$ cat config.mk
export PLATFORM = sky130hd
export DESIGN_NAME = reg_dump_unit_flat
export DESIGN_NICKNAME = d
export VERILOG_FILES = /design/src/rtl/reg_dump_unit_if.sv /design/src/rtl/reg_dump_unit.sv /design/src/flat_wrapper.sv
export SDC_FILE = /design/constraint.sdc
export NUM_CORES = 1
export LEC_CHECK = 0
export BUFFER_PORTS_ARGS = -buffer_cell sky130_fd_sc_hd__buf_2
export CORE_ASPECT_RATIO = 1.4
export CORE_MARGIN = 3
export CORE_UTILIZATION = 45
export CTS_CLUSTER_SIZE = 8
export DETAILED_ROUTE_END_ITERATION = 16
export PLACE_DENSITY = 0.76
export SLEW_MARGIN = 0
export SYNTH_ARGS = -nofsm -noshare
export SYNTH_HDL_FRONTEND = slang
export SYNTH_SLANG_ARGS = --single-unit
$ cat constraint.sdc
create_clock -name CLK -period 4.9 [get_ports CLK]
set_input_delay 0.735 -clock CLK [delete_from_list [all_inputs] [get_ports CLK]]
set_output_delay 0.735 -clock CLK [all_outputs]
set_load 0.05 [all_outputs]
$ cat src/rtl/reg_dump_unit_if.sv
// Register-dump bus: sweep control, register-file read port and the word stream.
// The master modport is the dump engine; the slave modport is its environment.
interface reg_dump_unit_if #(
  parameter int DATA_WIDTH = 32,
  parameter int ADDR_WIDTH = 5
);
  logic                  Start;
  logic                  Abort;
  logic [ADDR_WIDTH-1:0] First_Reg;
  logic [ADDR_WIDTH-1:0] Last_Reg;
  logic [ADDR_WIDTH-1:0] Rd_Reg;
  logic [DATA_WIDTH-1:0] Rd_Data;
  logic [ADDR_WIDTH-1:0] Out_Addr;
  logic [DATA_WIDTH-1:0] Out_Data;
  logic                  Out_Valid;
  logic                  Out_Ready;
  logic                  Busy;
  logic                  Done;

  modport master (
    input  Start, Abort, First_Reg, Last_Reg, Rd_Data, Out_Ready,
    output Rd_Reg, Out_Addr, Out_Data, Out_Valid, Busy, Done
  );

  modport slave (
    output Start, Abort, First_Reg, Last_Reg, Rd_Data, Out_Ready,
    input  Rd_Reg, Out_Addr, Out_Data, Out_Valid, Busy, Done
  );
endinterface

$ cat src/rtl/reg_dump_unit.sv
// Streams a wrapping range of register-file words as (addr, data) beats; 2 cycles per word.
// Each beat holds in HOLD until Out_Ready; every stalled cycle adds one cycle, nothing dropped.
module reg_dump_unit #(
  parameter int DATA_WIDTH = 32,
  parameter int ADDR_WIDTH = 5
) (
  input  logic           CLK,
  input  logic           RST,
  reg_dump_unit_if.master bus
);

  typedef enum logic [1:0] {IDLE = 2'd0, READ = 2'd1, HOLD = 2'd2, DONE = 2'd3} state_t;

  state_t                state;
  logic [ADDR_WIDTH-1:0] cnt;
  logic [ADDR_WIDTH-1:0] end_reg;
  logic [ADDR_WIDTH-1:0] out_addr;
  logic [DATA_WIDTH-1:0] out_data;

  // Outputs are registers or pure state decodes, so Out_Ready never reaches them combinationally.
  assign bus.Rd_Reg    = cnt;
  assign bus.Out_Addr  = out_addr;
  assign bus.Out_Data  = out_data;
  assign bus.Out_Valid = (state == HOLD);
  assign bus.Busy      = (state != IDLE);
  assign bus.Done      = (state == DONE);

  always_ff @(posedge CLK or posedge RST) begin
    if (RST) begin
      state    <= IDLE;
      cnt      <= '0;
      end_reg  <= '0;
      out_addr <= '0;
      out_data <= '0;
    end else if (bus.Abort) begin
      state <= IDLE;
    end else begin
      case (state)
        IDLE: begin
          if (bus.Start) begin
            cnt     <= bus.First_Reg;
            end_reg <= bus.Last_Reg;
            state   <= READ;
          end
        end
        READ: begin
          out_addr <= cnt;
          out_data <= bus.Rd_Data;
          state    <= HOLD;
        end
        HOLD: begin
          if (bus.Out_Ready) begin
            if (cnt == end_reg) begin
              state <= DONE;
            end else begin
              // Natural overflow of the counter gives the wrap past the top register.
              cnt   <= cnt + 1'b1;
              state <= READ;
            end
          end
        end
        DONE:    state <= IDLE;
        default: state <= IDLE;
      endcase
    end
  end

endmodule

$ cat src/flat_wrapper.sv
// flat-port wrapper written by rule: the top's interface ports become plain ports
module reg_dump_unit_flat 
#(
  parameter int DATA_WIDTH = 32,
  parameter int ADDR_WIDTH = 5
)
  (CLK, RST, bus_Start, bus_Abort, bus_First_Reg, bus_Last_Reg, bus_Rd_Data, bus_Out_Ready, bus_Rd_Reg, bus_Out_Addr, bus_Out_Data, bus_Out_Valid, bus_Busy, bus_Done);
  reg_dump_unit_if #(.DATA_WIDTH(DATA_WIDTH), .ADDR_WIDTH(ADDR_WIDTH)) bus_i ();
  input  logic CLK;
  input  logic RST;
  input wire logic [$bits(bus_i.Start)-1:0] bus_Start;
  input wire logic [$bits(bus_i.Abort)-1:0] bus_Abort;
  input wire logic [$bits(bus_i.First_Reg)-1:0] bus_First_Reg;
  input wire logic [$bits(bus_i.Last_Reg)-1:0] bus_Last_Reg;
  input wire logic [$bits(bus_i.Rd_Data)-1:0] bus_Rd_Data;
  input wire logic [$bits(bus_i.Out_Ready)-1:0] bus_Out_Ready;
  output wire logic [$bits(bus_i.Rd_Reg)-1:0] bus_Rd_Reg;
  output wire logic [$bits(bus_i.Out_Addr)-1:0] bus_Out_Addr;
  output wire logic [$bits(bus_i.Out_Data)-1:0] bus_Out_Data;
  output wire logic [$bits(bus_i.Out_Valid)-1:0] bus_Out_Valid;
  output wire logic [$bits(bus_i.Busy)-1:0] bus_Busy;
  output wire logic [$bits(bus_i.Done)-1:0] bus_Done;
  assign bus_i.Start = bus_Start;
  assign bus_i.Abort = bus_Abort;
  assign bus_i.First_Reg = bus_First_Reg;
  assign bus_i.Last_Reg = bus_Last_Reg;
  assign bus_i.Rd_Data = bus_Rd_Data;
  assign bus_i.Out_Ready = bus_Out_Ready;
  assign bus_Rd_Reg = bus_i.Rd_Reg;
  assign bus_Out_Addr = bus_i.Out_Addr;
  assign bus_Out_Data = bus_i.Out_Data;
  assign bus_Out_Valid = bus_i.Out_Valid;
  assign bus_Busy = bus_i.Busy;
  assign bus_Done = bus_i.Done;
  reg_dump_unit #(.DATA_WIDTH(DATA_WIDTH), .ADDR_WIDTH(ADDR_WIDTH)) u_core (.CLK(CLK), .RST(RST), .bus(bus_i));
endmodule
==> results of run 1 <==
==> Yosys cell counts, types with 2 or more instances <==
| cell type | instances | area share |
|---|---|---|
| nor3b_1 | 2 | 0.0069 |
| mux2_2 | 42 | 0.22 |
| nor2b_1 | 4 | 0.012 |
| o21ai_0 | 8 | 0.018 |
| nor2_1 | 4 | 0.0069 |
| nand2_1 | 3 | 0.0052 |
| nand3_1 | 2 | 0.0046 |
| and2_1 | 8 | 0.023 |
| dfrtp_1 | 49 | 0.57 |
| o211ai_1 | 4 | 0.014 |
| nand4_1 | 4 | 0.012 |
| nor3_1 | 3 | 0.0069 |
| buf_4 | 4 | 0.014 |
| xor2_1 | 3 | 0.012 |
| inv_1 | 3 | 0.0052 |
| mux2_4 | 2 | 0.014 |
==> layout by cell type (no fill, tap or decap), drive strengths merged, types with 3 or more instances in the layout <==
cell     n
clkbuf   6
nor2b    4
o211ai   4
nand4    4
nand2    4
and2     8
mux2    44
inv      3
dfrtp   49
nor3     4
o21ai    8
buf     92
xor2     3
nor2     4
==> power by group <==
group          total [mW]  internal [mW]  switching, mW
registers           0.597          0.518         0.0783
logic               0.720          0.200          0.520
clock network       0.226          0.101          0.126
total                1.54          0.818          0.724
==> per-stage QoR <==
stage                util  hold WS [ns]  power (mW)
floorplan               -         0.496        1.15
global placement    0.585         0.484        1.32
detailed placement  0.585         0.492        1.33
CTS                 0.605         0.513        1.56
global route        0.605         0.521        1.63
finish              0.605         0.508        1.54
==> logic make-up (layout without fill, tap and decap cells) <==
logic type / count (synthesis) / count (layout) / synth area share
flip-flops: 49 / 49 / 0.566
multiplexers: 44 / 44 / 0.232
AND/OR/NAND/NOR: 38 / 38 / 0.121
AO/OA/AOI/OAI: 15 / 15 / 0.0416
buffers and inverters: 8 / 103 / 0.0214
XOR/XNOR: 3 / 3 / 0.0121
adder cells (fa/ha/maj): 1 / 1 / 0.00578
==> cell type report <==
cell class / instances / share of cell area
flip-flops and latches: 49 / 0.444
multi-input cells: 101 / 0.325
repair buffers: 92 / 0.167
well taps: 62 / 0.0281
clock buffers: 6 / 0.0263
clock inverters: 2 / 0.00543
inverters: 3 / 0.00407
==> metal layers <==
| layer | part of all wire | vias up | wire length (um) |
|---|---|---|---|
| li1 | - | 749 | - |
| met1 | 0.40 | 758 | 1700 |
| met2 | 0.50 | 85 | 2110 |
| met3 | 0.084 | 8 | 357 |
| met4 | 0.021 | 0 | 91 |
| met5 | 0 | - | 0 |
==> critical path, cell delays in order, from the launching register on <==
cell and delay [ns]:
dfrtp_1 0.45, nand2b_2 0.34, inv_1 0.20, buf_2 0.29
==> how the worst min path moves through the flow <==
stage / startpoint / endpoint / cells past startpoint
3_3_place_gp: u_core.bus.Out_Data[5] / u_core.bus.Out_Data[5] / 1
3_5_place_dp: u_core.bus.Out_Data[11] / u_core.bus.Out_Data[11] / 1
5_1_grt: u_core.bus.Out_Data[15] / u_core.bus.Out_Data[15] / 1
6_report: u_core.bus.Out_Data[17] / u_core.bus.Out_Data[17] / 1
4_1_cts: u_core.bus.Out_Data[11] / u_core.bus.Out_Data[11] / 1
2_1_floorplan: u_core.end_reg[1] / u_core.end_reg[1] / 1
==> results.sh, run 1 <==
export IMPL_largest_reg_flops=32
export IMPL_yosysUniqueCellTypes=29
export IMPL_grt_usage=0.154
export IMPL_final_antenna_net_count=0
export IMPL_r2r_cells=4
export IMPL_clockBufferDepth=2
export IMPL_dp_hpwl_um=3260
export IMPL_crit_path_start_kind="register"
export IMPL_drive_gt1_frac=0.597
export IMPL_clkTransAtPathRegs_ns=0.09
export IMPL_first_pass_iters=4
export IMPL_met1_usage=0.172
export IMPL_fill_cells=403
export IMPL_fin_tns_setup_ns=0
export IMPL_tritoncts="done"
export IMPL_min_path_type="reg2reg"
export IMPL_row_count=29
export IMPL_htreeDepth=2
export IMPL_crit_type="reg2out"
export IMPL_fin_cells=315
export IMPL_drc=0
export IMPL_syn_avg_cell_area_sq_um=13.7
export IMPL_rsz0062_at_grt="no"
export IMPL_num_antenna_cells=0
export IMPL_yosys_register_bits=49
export IMPL_cts_resized=0
export IMPL_syn2layout_area_growth_pct=27.6
export IMPL_r2r_end="u_core.bus.Rd_Reg[1]"
export IMPL_ir_worst_vdd_v=0.000347
export IMPL_powerDensity_nw_per_um2=558
export IMPL_finalClockSkew_ns=0.00344
export IMPL_final_period_utilization=0.471
export IMPL_core_area_sq_um=4570
export IMPL_antenna_found_initial=0
export IMPL_drv_cap=0
export IMPL_top_usage_layer="met2"
export IMPL_layout_area_seq_sq_um=1230
export IMPL_ys_flop_type="dfrtp_1"
export IMPL_portBuffers=91
export IMPL_post_route_cell_area_sq_um=2760
export IMPL_setup_ws_ns=2.59
export IMPL_worst_slew_pin_slew_ns=0.989
export IMPL_die_area_sq_um=5690
export IMPL_reg2reg_slack_ns=3.09
export IMPL_cts_hold_buf=0
export IMPL_syn_nets=206
export IMPL_cts_buffers=5
export IMPL_first_global_vias=1571
export IMPL_r2r_start="u_core.state[0]"
export IMPL_grt_pass1_wl_um=6930
export IMPL_p_leak_nw=1.32
export IMPL_gr_total_overflow=0
export IMPL_wl_per_cell_um=13.5
export IMPL_setup_worst_path_end_class="primary output"
export IMPL_die_y_um=88.1
export IMPL_status="finished clean"
export IMPL_dp_slack_ns=2.89
export IMPL_max_slew_margin_rel=0.339
export IMPL_clk_latency_ns=0.29
export IMPL_worst_ep_arrival_time_ns=1.57
export IMPL_synth_edf_count=0
export IMPL_setup_violations=0
export IMPL_fp_dieW_um=64.6
export IMPL_start_util=0.474
export IMPL_yosysSeqAreaShare=0.566
export IMPL_io_pins=92
export IMPL_startpoint="u_core.state[0]"
export IMPL_crit_fanout=13
export IMPL_multi_input_area_sq_um=898
export IMPL_synth_cell_area_sq_um=2170
export IMPL_place_area_sq_um=2680
export IMPL_first_iter_violations=53
export IMPL_grt_max_degree=50
export IMPL_via_per_inst=5.08
export IMPL_fmax_mhz=433
export IMPL_dp_cells=307
export IMPL_slew_viol_final=0
export IMPL_grtUsageMet2=0.279
export IMPL_cts_root_buf="clkbuf_8"
export IMPL_clock_sinks=49
export IMPL_met3_usage=0.0347
export IMPL_synth_cells=158
export IMPL_period_needed_ns=2.31
export IMPL_place_gp_congestion=0.840
export IMPL_async_flop_share=1.00
export IMPL_vias=1600
export IMPL_yosysWarningCount=0
export IMPL_routed_wl_um=4260
export IMPL_crit_required_ns=4.16
export IMPL_final_nets=300
export IMPL_crit_path_end="bus_Out_Valid"
export IMPL_cts_setup_buffers=0
export IMPL_timing_hold_violations_final=0
(Power assumes the default switching activity.)
==> run 2, diff against run 1 <==
- CORE_UTILIZATION: 45 -> 43
- clock period: 4.9 -> 2.1 ns (I/O delays scaled with it)
==> run 2 against run 1 <==
  * Non-clock buffer count grew 2
  * Clock power grew 150%
  * Register-to-register slack lost 2.8 ns
  * Setup slack lost 2.4 ns
  * Die area grew 4.3%
  * Critical path depth grew 1
  * Count of clock-buffer cells in the layout shrank 1
  * Sequential cell count is the same
  * Sequential share of layout area shrank 0.48 points
  * Critical path type unchanged
==> results.sh, run 2 (same netlist as run 1, synthesis figures left out) <==
export IMPL_fin_tns_setup_ns=0
export IMPL_antenna_found_initial=0
export IMPL_slowest_delay_ns=0.46
export IMPL_cts_setup_buffers=0
export IMPL_final_antenna_net_count=0
export IMPL_setup_worst_path_end_class="primary output"
export IMPL_vias=1557
export IMPL_clock_sinks=49
export IMPL_dp_cells=309
export IMPL_fp_dieW_um=66.0
export IMPL_final_cell_mix="91 x buf_2, 49 x dfrtp_1, 42 x mux2_2"
export IMPL_routed_wl_um=4590
export IMPL_slew_viol_final=0
export IMPL_total_power_mw=3.65
export IMPL_min_path_type="in2async"
export IMPL_final_common_cell="buf_2"
export IMPL_final_period_utilization=0.932
export IMPL_cts_resized=0
export IMPL_fill_cells=376
export IMPL_status="finished clean"
export IMPL_utilization=0.597
export IMPL_grt_max_degree=38
export IMPL_die_y_um=90.0
export IMPL_start_util=0.463
export IMPL_wl_per_cell_um=14.5
export IMPL_timing_hold_violations_final=0
export IMPL_clockBufferDepth=2
export IMPL_finalClockSkew_ns=0.00675
export IMPL_drc=0
export IMPL_grt_usage=0.158
export IMPL_cts_hold_buf=0
export IMPL_first_iter_violations=36
export IMPL_place_gp_congestion=0.887
export IMPL_num_antenna_cells=0
export IMPL_drive_gt1_frac=0.604
export IMPL_place_area_sq_um=2700
export IMPL_max_slew_margin_rel=0.668
export IMPL_cp_slowest_cell="dfrtp_1"
export IMPL_dp_hpwl_um=3620
export IMPL_ir_worst_vdd_v=0.000763
export IMPL_crit_chain="nand2b_2 > buf_4 > inv_1 > buf_2"
export IMPL_via_per_inst=4.91
export IMPL_core_area_sq_um=4680
export IMPL_crit_fanout=8
export IMPL_portBuffers=91
export IMPL_largest_reg_flops=32
export IMPL_cts_buffers=5
export IMPL_period_needed_ns=1.96
export IMPL_fmax_mhz=511
export IMPL_fin_cells=317
export IMPL_p_leak_nw=1.34
export IMPL_clk_latency_ns=0.30
export IMPL_final_nets=302
export IMPL_rsz0062_at_grt="no"
export IMPL_powerDensity_nw_per_um2=1310
export IMPL_setup_violations=0
export IMPL_die_area_sq_um=5940
export IMPL_post_route_cell_area_sq_um=2790
export IMPL_row_count=29
export IMPL_crit_required_ns=1.78
export IMPL_drv_cap=0
export IMPL_first_global_vias=1529
export IMPL_io_pins=92
export IMPL_crit_type="reg2out"
export IMPL_grt_pass1_wl_um=7270
export IMPL_worst_ep_arrival_time_ns=1.64
export IMPL_worst_slew_pin_slew_ns=0.493
export IMPL_syn2layout_area_growth_pct=29.0
export IMPL_tritoncts="done"
export IMPL_clkTransAtPathRegs_ns=0.09
export IMPL_cts_root_buf="clkbuf_8"
export IMPL_gr_total_overflow=0
export IMPL_crit_path_start_kind="register"
export IMPL_htreeDepth=2
export IMPL_first_pass_iters=4
run 2: changes by cell type in the layout (fill, tap and decap cells not counted), sizes merged:
cell	change
buf	+2
clkbuf	-1
clkinv	+1
clkinvlp	-1
inv	+1
run 2: per-stage QoR:
stage                     hold slack (ns)  setup slack (ns)
after floorplan                     0.381             0.299
after global placement              0.364             0.433
after detailed placement            0.365             0.367
after CTS                          0.0301             0.125
after global routing               0.0443            0.0547
final                              0.0195             0.142
run 2: critical path, delay by kind of cell (launching register included):
kind                   cells  cell delay (ns)
flip-flops                 1             0.46
buffers and inverters      3             0.59
AND/OR/NAND/NOR            1             0.30
run 2: final cells by class:
cell class              count  area, sq um  share of cell area
flip-flops and latches     49         1230               0.439
multi-input cells         101          898               0.322
repair buffers             94          490               0.176
well taps                  62         77.6              0.0278
clock buffers               5         68.8              0.0246
clock inverters             3         21.3             0.00761
inverters                   3         11.3             0.00403
run 2: path summary, 6_finish.rpt:
kind | from | to | slack [ns] | cells past startpoint
min in group CLK | bus_Rd_Data[30] | u_core.bus.Out_Data[30] | 0.24 | 2
worst min register to register | u_core.bus.Out_Data[11] | u_core.bus.Out_Data[11] | 0.51 | 1
worst max register to register | u_core.bus.Rd_Reg[2] | u_core.bus.Rd_Reg[1] | 0.32 | 4
worst min-delay path | RST | u_core.bus.Out_Data[16] | 0.02 | 2
max in group asynchronous | RST | u_core.bus.Out_Addr[3] | 1.37 | 3
worst max-delay path | u_core.state[0] | bus_Out_Valid | 0.14 | 4
run 2: metal layers:
| metal | wire, um | up-vias | part of all wire | track usage |
|---|---|---|---|---|
| li1 | - | 752 | - | - |
| met1 | 1690 | 731 | 0.37 | 0.172 |
| met2 | 2480 | 68 | 0.54 | 0.293 |
| met3 | 353 | 6 | 0.077 | 0.0362 |
| met4 | 57 | 0 | 0.012 | 0.0458 |
| met5 | 0 | - | 0 | 0 |
run 2: power breakdown:
group / internal, mW / switching [mW]
clock network: 0.237 / 0.322
registers: 1.21 / 0.179
logic: 0.471 / 1.23
==> run 3, diff against run 2 <==
- CELL_PAD_IN_SITES_DETAIL_PLACEMENT: not set -> 2
- CELL_PAD_IN_SITES_GLOBAL_PLACEMENT: not set -> 2
- CORE_UTILIZATION: 43 -> 27
- CTS_CLUSTER_SIZE: 8 -> 16
- PLACE_DENSITY: 0.76 -> not set
- PLACE_DENSITY_LB_ADDON: not set -> 0.1
==> run 3 against run 2 <==
  * Clock skew grew 0.0039 ns
  * Routed wire length is 28% higher
  * Non-clock buffer count stayed put
  * Largest cell class unchanged
  * Largest power group unchanged
==> results.sh, run 3 (same netlist as run 1, synthesis figures left out) <==
export IMPL_ir_worst_vdd_v=0.000515
export IMPL_crit_buf_inv=2
export IMPL_crit_type="reg2out"
export IMPL_clkTransAtPathRegs_ns=0.10
export IMPL_tritoncts="done"
export IMPL_r2r_start="u_core.state[0]"
export IMPL_grt_usage=0.137
export IMPL_clock_sinks=49
export IMPL_setup_violations=0
export IMPL_first_global_vias=1844
export IMPL_worst_ep_arrival_time_ns=1.59
export IMPL_final_common_cell="buf_2"
export IMPL_period_needed_ns=1.90
export IMPL_die_y_um=112
export IMPL_grt_max_degree=50
export IMPL_cp_slowest_cell="dfrtp_1"
export IMPL_place_area_sq_um=2750
export IMPL_grt_pass1_wl_um=9560
export IMPL_drv_cap=0
export IMPL_io_pins=92
export IMPL_dp_slack_ns=0.310
export IMPL_crit_chain="nand2b_2 > inv_1 > buf_2"
export IMPL_cts_buffers=5
export IMPL_cts_hold_buf=0
export IMPL_reg2reg_slack_ns=0.32
export IMPL_post_route_cell_area_sq_um=2870
export IMPL_clk_latency_ns=0.30
export IMPL_crit_fanout=13
export IMPL_first_iter_violations=41
export IMPL_worst_slew_pin_slew_ns=0.627
export IMPL_slew_viol_final=0
export IMPL_final_nets=302
export IMPL_min_path_type="in2async"
export IMPL_drc=0
export IMPL_first_pass_iters=4
export IMPL_antenna_found_initial=0
export IMPL_slowest_delay_ns=0.46
export IMPL_vias=1630
export IMPL_p_leak_nw=1.36
export IMPL_cts_setup_buffers=0
export IMPL_drive_gt1_frac=0.604
export IMPL_syn2layout_area_growth_pct=32.6
export IMPL_max_slew_margin_rel=0.582
export IMPL_final_period_utilization=0.907
export IMPL_routed_wl_um=5870
export IMPL_gr_total_overflow=0
export IMPL_final_cell_mix="91 x buf_2, 49 x dfrtp_1, 42 x mux2_2"
export IMPL_r2r_end="u_core.bus.Rd_Reg[1]"
export IMPL_via_per_inst=4.59
export IMPL_fill_cells=864
export IMPL_core_area_sq_um=7800
export IMPL_setup_ws_ns=0.196
export IMPL_cts_resized=0
export IMPL_timing_hold_violations_final=0
export IMPL_setup_worst_path_end_class="primary output"
export IMPL_crit_required_ns=1.78
export IMPL_clockBufferDepth=2
export IMPL_status="finished clean"
export IMPL_place_gp_congestion=0.727
export IMPL_finalClockSkew_ns=0.0107
export IMPL_dp_hpwl_um=4490
export IMPL_rsz0062_at_grt="no"
export IMPL_fp_dieW_um=81.7
export IMPL_r2r_cells=4
export IMPL_htreeDepth=2
export IMPL_final_antenna_net_count=0
export IMPL_wl_per_cell_um=16.5
export IMPL_start_util=0.278
export IMPL_fin_tns_setup_ns=0
export IMPL_largest_reg_flops=32
export IMPL_portBuffers=91
export IMPL_cpLargestDelayFamily="buffers and inverters"
export IMPL_cts_root_buf="clkbuf_8"
export IMPL_row_count=38
export IMPL_die_area_sq_um=9150
export IMPL_crit_path_start_kind="register"
export IMPL_fmax_mhz=525
export IMPL_powerDensity_nw_per_um2=1340
export IMPL_num_antenna_cells=0
run 3: cell types whose count changed in the layout (fill, tap and decap cells not counted):
cell       previous run  this run
inv_6                 1         0
clkbuf_8              5         6
clkinv_2              1         0
bufinv_16             0         1
run 3: worst max path at each step:
stage | from | to | cells past startpoint
5_1_grt | u_core.state[0] | bus_Out_Valid | 3
3_5_place_dp | u_core.state[0] | u_core.bus.Rd_Reg[1] | 4
4_1_cts | u_core.state[0] | bus_Out_Valid | 3
6_report | u_core.state[0] | bus_Out_Valid | 3
2_1_floorplan | u_core.bus.Rd_Reg[2] | u_core.bus.Rd_Reg[1] | 4
3_3_place_gp | u_core.state[0] | u_core.bus.Rd_Reg[1] | 4
run 3: per-stage QoR:
stage | cells | total power, mW | hold WS [ns] | utilization
after detailed placement | 347 | 3.17 | 0.492 | 0.353
after global routing | 355 | 4.06 | 0.214 | 0.368
after global placement | 347 | 3.14 | 0.484 | 0.353
after floorplan | 158 | 2.69 | 0.381 | -
after CTS | 355 | 3.91 | 0.194 | 0.368
final | 355 | 3.84 | 0.168 | 0.368
run 3: final cells by class:
class,count,area (sq um),area share
Sequential cell,49,1230,0.427
Clock buffer,6,82.6,0.0288
Clock inverter,2,37.5,0.0131
Inverter,3,11.3,0.00392
Timing Repair Buffer,94,490,0.171
Multi-Input combinational cell,101,898,0.313
Tap cell,100,125,0.0436
run 3: layer usage:
layer / share of wire / GRT usage / vias to the layer above
li1: - / - / 754
met1: 0.36 / 0.147 / 812
met2: 0.55 / 0.252 / 56
met3: 0.074 / 0.0332 / 8
met4: 0.017 / 0.0499 / 0
met5: 0 / 0 / -
run 3: power by group:
part	internal, mW	switching [mW]
Combinational	0.476	1.26
Sequential	1.21	0.177
Clock	0.388	0.329
run 3: worst register-to-register path, delay by kind of cell, from the launching register on:
kind               cells  cell delay, ns
and+or+nand+nor        2            0.70
DFF                    1            0.46
muxes                  1            0.30
AOI/OAI and AO/OA      1            0.20
